`src/rtl/fetch_pc_stage_pkg.sv`:
```
// Shared types for the instruction-fetch PC stage: word type, fetch FSM
// states and the record presented to decode.
package fetch_pc_stage_pkg;

  typedef logic [31:0] word_t;

  typedef enum logic [1:0] {
    IDLE  = 2'd0,
    WAIT  = 2'd1,
    DRAIN = 2'd2
  } fetch_state_t;

  typedef struct packed {
    word_t instr;
    word_t pc;
    logic  pred_taken;
    word_t pred_target;
  } fetch_out_t;

endpackage

```
`src/rtl/fetch_pc_stage_if.sv`:
```
// Predictor lookup, instruction-memory request/response, execute redirect
// and decode output bundle. master = fetch stage, slave = its environment.
interface fetch_pc_stage_if;
  import fetch_pc_stage_pkg::*;

  word_t bp_pc;
  logic  bp_predicted_outcome;
  word_t bp_predicted_target;

  logic  imem_req;
  word_t imem_addr;
  logic  imem_gnt;
  logic  imem_rvalid;
  word_t imem_rdata;

  logic  ex_redirect;
  word_t ex_redirect_pc;

  logic  out_ready;
  logic  out_valid;
  word_t out_instr;
  word_t out_pc;
  logic  out_pred_taken;
  word_t out_pred_target;

  modport master (
    output bp_pc, imem_req, imem_addr,
    output out_valid, out_instr, out_pc, out_pred_taken, out_pred_target,
    input  bp_predicted_outcome, bp_predicted_target,
    input  imem_gnt, imem_rvalid, imem_rdata,
    input  ex_redirect, ex_redirect_pc, out_ready
  );

  modport slave (
    input  bp_pc, imem_req, imem_addr,
    input  out_valid, out_instr, out_pc, out_pred_taken, out_pred_target,
    output bp_predicted_outcome, bp_predicted_target,
    output imem_gnt, imem_rvalid, imem_rdata,
    output ex_redirect, ex_redirect_pc, out_ready
  );

endinterface

```
`src/rtl/fetch_pc_stage.sv`:
```
// Fetch PC stage: one outstanding imem request, next PC steered by the
// same-cycle predictor result, redirect flush, one-entry output slot.
//
// state | meaning
// IDLE  | nothing outstanding, may issue
// WAIT  | granted, response will be delivered to decode
// DRAIN | granted, response will be discarded (redirected meanwhile)
module fetch_pc_stage
  import fetch_pc_stage_pkg::*;
#(
  parameter word_t RESET_PC    = 32'h0000_0000,
  parameter word_t INSTR_BYTES = 32'd4
) (
  input  logic              CLK,
  input  logic              RST,
  fetch_pc_stage_if.master  bus
);

  fetch_state_t state_q, state_d;
  word_t        pc_q, pc_d;
  word_t        pend_pc_q, pend_pc_d;
  logic         pend_taken_q, pend_taken_d;
  word_t        pend_target_q, pend_target_d;
  logic         out_valid_q, out_valid_d;
  fetch_out_t   out_q, out_d;

  logic can_issue;
  logic req;
  logic grant;

  always_comb begin
    can_issue = (state_q == IDLE) && (!out_valid_q || bus.out_ready) && !bus.ex_redirect;
    // Flops are held in reset while RST is high, so the request must be gated too.
    req       = can_issue && !RST;
    grant     = req && bus.imem_gnt;
  end

  always_comb begin
    state_d       = state_q;
    pc_d          = pc_q;
    pend_pc_d     = pend_pc_q;
    pend_taken_d  = pend_taken_q;
    pend_target_d = pend_target_q;
    out_valid_d   = out_valid_q;
    out_d         = out_q;

    if (bus.ex_redirect) begin
      pc_d        = bus.ex_redirect_pc;
      out_valid_d = 1'b0;
      if (state_q != IDLE) begin
        state_d = bus.imem_rvalid ? IDLE : DRAIN;
      end
    end else begin
      if (out_valid_q && bus.out_ready) begin
        out_valid_d = 1'b0;
      end
      unique case (state_q)
        IDLE: begin
          if (grant) begin
            pend_pc_d     = pc_q;
            pend_taken_d  = bus.bp_predicted_outcome;
            pend_target_d = bus.bp_predicted_target;
            pc_d          = bus.bp_predicted_outcome ? bus.bp_predicted_target
                                                     : pc_q + INSTR_BYTES;
            state_d       = WAIT;
          end
        end
        WAIT: begin
          // Slot is free here: issue required it empty or draining.
          if (bus.imem_rvalid) begin
            out_valid_d = 1'b1;
            out_d       = '{instr:       bus.imem_rdata,
                            pc:          pend_pc_q,
                            pred_taken:  pend_taken_q,
                            pred_target: pend_target_q};
            state_d     = IDLE;
          end
        end
        DRAIN: begin
          if (bus.imem_rvalid) begin
            state_d = IDLE;
          end
        end
        default: state_d = IDLE;
      endcase
    end
  end

  always_ff @(posedge CLK or posedge RST) begin
    if (RST) begin
      state_q       <= IDLE;
      pc_q          <= RESET_PC;
      pend_pc_q     <= '0;
      pend_taken_q  <= 1'b0;
      pend_target_q <= '0;
      out_valid_q   <= 1'b0;
      out_q         <= '0;
    end else begin
      state_q       <= state_d;
      pc_q          <= pc_d;
      pend_pc_q     <= pend_pc_d;
      pend_taken_q  <= pend_taken_d;
      pend_target_q <= pend_target_d;
      out_valid_q   <= out_valid_d;
      out_q         <= out_d;
    end
  end

  assign bus.bp_pc           = pc_q;
  assign bus.imem_req        = req;
  assign bus.imem_addr       = {pc_q[31:2], 2'b00};
  assign bus.out_valid       = out_valid_q;
  assign bus.out_instr       = out_q.instr;
  assign bus.out_pc          = out_q.pc;
  assign bus.out_pred_taken  = out_q.pred_taken;
  assign bus.out_pred_target = out_q.pred_target;

endmodule
```
`src/flat_wrapper.sv`:
```
// flat-port wrapper written by rule: the top's interface ports become plain ports
module fetch_pc_stage_flat import fetch_pc_stage_pkg::*;
#(
  parameter word_t RESET_PC    = 32'h0000_0000,
  parameter word_t INSTR_BYTES = 32'd4
)
  (CLK, RST, bus_bp_pc, bus_imem_req, bus_imem_addr, bus_out_valid, bus_out_instr, bus_out_pc, bus_out_pred_taken, bus_out_pred_target, bus_bp_predicted_outcome, bus_bp_predicted_target, bus_imem_gnt, bus_imem_rvalid, bus_imem_rdata, bus_ex_redirect, bus_ex_redirect_pc, bus_out_ready);
  fetch_pc_stage_if bus_i ();
  input  logic CLK;
  input  logic RST;
  output wire logic [$bits(bus_i.bp_pc)-1:0] bus_bp_pc;
  output wire logic [$bits(bus_i.imem_req)-1:0] bus_imem_req;
  output wire logic [$bits(bus_i.imem_addr)-1:0] bus_imem_addr;
  output wire logic [$bits(bus_i.out_valid)-1:0] bus_out_valid;
  output wire logic [$bits(bus_i.out_instr)-1:0] bus_out_instr;
  output wire logic [$bits(bus_i.out_pc)-1:0] bus_out_pc;
  output wire logic [$bits(bus_i.out_pred_taken)-1:0] bus_out_pred_taken;
  output wire logic [$bits(bus_i.out_pred_target)-1:0] bus_out_pred_target;
  input wire logic [$bits(bus_i.bp_predicted_outcome)-1:0] bus_bp_predicted_outcome;
  input wire logic [$bits(bus_i.bp_predicted_target)-1:0] bus_bp_predicted_target;
  input wire logic [$bits(bus_i.imem_gnt)-1:0] bus_imem_gnt;
  input wire logic [$bits(bus_i.imem_rvalid)-1:0] bus_imem_rvalid;
  input wire logic [$bits(bus_i.imem_rdata)-1:0] bus_imem_rdata;
  input wire logic [$bits(bus_i.ex_redirect)-1:0] bus_ex_redirect;
  input wire logic [$bits(bus_i.ex_redirect_pc)-1:0] bus_ex_redirect_pc;
  input wire logic [$bits(bus_i.out_ready)-1:0] bus_out_ready;
  assign bus_bp_pc = bus_i.bp_pc;
  assign bus_imem_req = bus_i.imem_req;
  assign bus_imem_addr = bus_i.imem_addr;
  assign bus_out_valid = bus_i.out_valid;
  assign bus_out_instr = bus_i.out_instr;
  assign bus_out_pc = bus_i.out_pc;
  assign bus_out_pred_taken = bus_i.out_pred_taken;
  assign bus_out_pred_target = bus_i.out_pred_target;
  assign bus_i.bp_predicted_outcome = bus_bp_predicted_outcome;
  assign bus_i.bp_predicted_target = bus_bp_predicted_target;
  assign bus_i.imem_gnt = bus_imem_gnt;
  assign bus_i.imem_rvalid = bus_imem_rvalid;
  assign bus_i.imem_rdata = bus_imem_rdata;
  assign bus_i.ex_redirect = bus_ex_redirect;
  assign bus_i.ex_redirect_pc = bus_ex_redirect_pc;
  assign bus_i.out_ready = bus_out_ready;
  fetch_pc_stage #(.RESET_PC(RESET_PC), .INSTR_BYTES(INSTR_BYTES)) u_core (.CLK(CLK), .RST(RST), .bus(bus_i));
endmodule
```
`config.mk`:
```
export PLATFORM = sky130hd
export DESIGN_NAME = fetch_pc_stage_flat
export DESIGN_NICKNAME = d
export VERILOG_FILES = /design/src/rtl/fetch_pc_stage_pkg.sv /design/src/rtl/fetch_pc_stage_if.sv /design/src/rtl/fetch_pc_stage.sv /design/src/flat_wrapper.sv
export SDC_FILE = /design/constraint.sdc
export NUM_CORES = 1
export LEC_CHECK = 0
export CAP_MARGIN = 30
export CORE_MARGIN = 2
export CORE_UTILIZATION = 49
export CTS_BUF_LIST = sky130_fd_sc_hd__clkbuf_2 sky130_fd_sc_hd__clkbuf_4 sky130_fd_sc_hd__clkbuf_8
export DETAILED_ROUTE_END_ITERATION = 7
export PLACE_DENSITY = 0.83
export SETUP_SLACK_MARGIN = 0.4
export SLEW_MARGIN = 5
export SYNTH_ARGS = -nofsm -noshare
export SYNTH_HDL_FRONTEND = slang
export SYNTH_SLANG_ARGS = --single-unit
```
`constraint.sdc`:
```
create_clock -name CLK -period 8.5 [get_ports CLK]
set_clock_uncertainty 0.15 [all_clocks]
set_input_delay 1.275 -clock CLK [delete_from_list [all_inputs] [get_ports CLK]]
set_output_delay 1.275 -clock CLK [all_outputs]
set_load 0.005 [all_outputs]
```
==> results.ini <==
[run_status]
status=finished, final reports clean

[placement]
dp_hpwl_um=16400
io_buffers=263
routabilityCongestion=0.897

[global_route]
grt_max_degree=126
grt_pass1_wl_um=35900
grt_pass1_vias=6594
track_usage_pct=25.2
grt.overflow.total=0
antenna_found_initial=0

[logic_synthesis]
synth_ff_type=dfrtp_1
seq_area_frac_synth_pct=56.9
ys_warn_count=0
avgSynthCellArea_um2=10.8
synth-edff-count=0
ys_types=55
syn-instance-count=802
synth_seq_cells=197
postSynth.asyncResetShare_pct=100
netlist_area_um2=8670

[sta]
timing_hold_violations_final=0
fin_crit_sh_pct=54.6
slew_violations=0
rsz0062_at_grt=false
tns_ns=0
post-route-min-period_ns=4.64
relSlewSlack_pct=35.3
worst_pin_slew_ns=0.971
setup_viol=0
timing.fmax_mhz=215

[critical_path]
timing.rr.start=u_core.state_q[0]
arrival_ns=3.22
crit_required_ns=7.07
slowest_stage=inv_8
cp_max_fo=125
ff2ff_setup_slack_ns=5.12
cpMostUsedCell=clkdlybuf4s50_1
path_class=in -> out
path_cells=clkdlybuf4s50_1, inv_8, and3_1, clkdlybuf4s50_1
reg2reg_depth=9
startpoint_type=input pin
cp_slowest_stage_delay_ns=0.57
end_kind=output pin
reg2reg_to=u_core.bus.bp_pc[10]

[cts]
clockBufferDepth=2
ctsResizeCount=0
numCtsBuffers=17
tritoncts=yes
clkTransAtPathRegs_ns=0.09
cts_root_buffer=clkbuf_8
cts_num_sinks=197
h-tree-depth=4
clock_latency_ns=0.46
post_cts_buffers=0
hold_buffers=0

[routing]
dr.first_iter.drc_count=539
final_antenna_net_count=0
wire_per_inst_um=18.8
drc=0
drt_pass1_iterations=6
wl_um=23500
via_count=6882
viasPerCell=5.49

[final_layout]
final_nets=1122
drive_gt1_share_pct=14.7
num_antenna_cells=0
syn_to_final_growth_pct=34.8
fillers=1356
final_core_util_pct=67.6

[pwr]
p_leak_nw=5.28
ir_drop_mv=0.157
total_power_w=0.00325
powerDensity_nw_per_um2=278

[hold_path]
min_from=u_core.pend_target_q[6]
worstHoldPathCells=2
hp-class=reg -> reg
min_to=u_core.pend_target_q[6]

[floorplanning]
initial_core_util_pct=50.1
fp-row-count=48
die-width_um=137
io_pins=266
die_h_um=137
die-area_um2=18800
core_um2=17300

[flow_run]
cap_viol_max_count=0

-- where the power goes --
group	switching, W	internal [W]
clock network	0.000327	0.000311
logic	0.000394	0.000684
registers	0.000237	0.00130
-- layout make-up --
class	instances	area [µm²]	area share, %
multi-input combinational	516	3290	28.2
clock inverter	11	150	1.28
timing repair buffer	271	2700	23.1
inverter	13	56.3	0.482
tap	225	282	2.41
sequential	197	4930	42.2
clock buffer	20	269	2.30
-- worst max-delay path by stage --
stage | from | end | slack (ns) | cells past startpoint
floorplan | RST | bus_imem_req | 1.12 | 2
global placement | RST | bus_imem_req | 3.79 | 4
detailed placement | RST | bus_imem_req | 3.78 | 4
CTS | RST | bus_imem_req | 3.79 | 4
global route | RST | bus_imem_req | 3.69 | 4
finish | RST | bus_imem_req | 3.86 | 4
-- synthesized netlist by cell type, types with 7 or more instances --
cell type	n	share of area, %
o21ai_0	34	2.0
mux2_2	97	13
clkbuf_1	29	1.3
inv_1	12	0.52
dfrtp_1	197	57
nand2_1	211	9.1
buf_4	32	2.8
a21oi_1	14	0.81
mux2i_1	7	0.81
nor2_1	25	1.1
nand3_1	10	0.58
buf_2	9	0.52
xnor2_1	11	1.1
nor3_1	11	0.64
-- stage by stage --
step | worst slack (ns) | instance area, µm² | std cells | hold WS (ns)
after detailed placement | 3.78 | 11200 | 1221 | 0.310
after floorplan | 1.12 | 8670 | 803 | 0.292
after CTS | 3.79 | 11700 | 1252 | 0.333
after global routing | 3.69 | 11700 | 1253 | 0.345
after global placement | 3.79 | 11200 | 1220 | 0.304
final | 3.86 | 11700 | 1253 | 0.327
-- kinds of logic (layout without fill, tap and decap cells) --
| group | count (synthesis) | count (layout) | share of synthesized area (%) |
|---|---|---|---|
| flip-flops | 197 | 197 | 56.9 |
| AO/OA/AOI/OAI | 98 | 98 | 7.49 |
| multiplexers | 104 | 104 | 13.4 |
| other | 1 | 2 | 0.0433 |
| AND/OR/NAND/NOR | 293 | 293 | 14.6 |
| buffers and inverters | 90 | 315 | 5.50 |
| adder cells (fa/ha/maj) | 3 | 3 | 0.433 |
| XOR/XNOR | 16 | 16 | 1.62 |
-- registers in the layout, summed over array words and instances, names as in the netlist --
name                        cells
u_core.bus.out_pred_target     32
u_core.pend_taken_q             1
u_core.bus.out_pc              32
u_core.state_q                  2
u_core.bus.out_pred_taken       1
u_core.pend_target_q           32
u_core.pend_pc_q               32
u_core.bus.out_instr           32
u_core.bus.bp_pc               32
u_core.bus.out_valid            1
-- layer usage --
metal  vias up  GRT usage [%]  share of wire (%)
li1       3131              -                  -
met1      3414           32.2                 40
met2       300           43.0                 50
met3        37           5.30                8.2
met4         0           8.08                1.9
met5         -              0                  0
-- cell usage in the layout, fill, tap and decap left out, types with 3 or more instances in the layout --
cell type / n
inv_1: 11
nor2_1: 25
nor4_2: 3
dfrtp_1: 197
o21ai_0: 34
or3_1: 4
a211oi_1: 3
ha_1: 3
xnor2_1: 11
o22ai_1: 3
mux2_2: 97
clkbuf_8: 19
nor3_1: 11
mux2i_1: 7
o211ai_1: 4
clkinv_2: 3
nand4_1: 5
a311oi_1: 4
nand3_1: 8
and3_1: 5
buf_4: 6
clkdlybuf4s50_1: 262
a31oi_1: 5
a21oi_1: 14
a22oi_1: 5
nand2_1: 211
nor4_1: 4
a222oi_1: 5
bufinv_16: 3
xor2_1: 5
a221o_1: 3
-- worst max-delay path, delay by kind of cell --
kind	cells	cell delay, ns
AND/OR/NAND/NOR	1	0.28
buffers and inverters	3	1.59
Note: power is estimated with default switching activity, not from simulation.
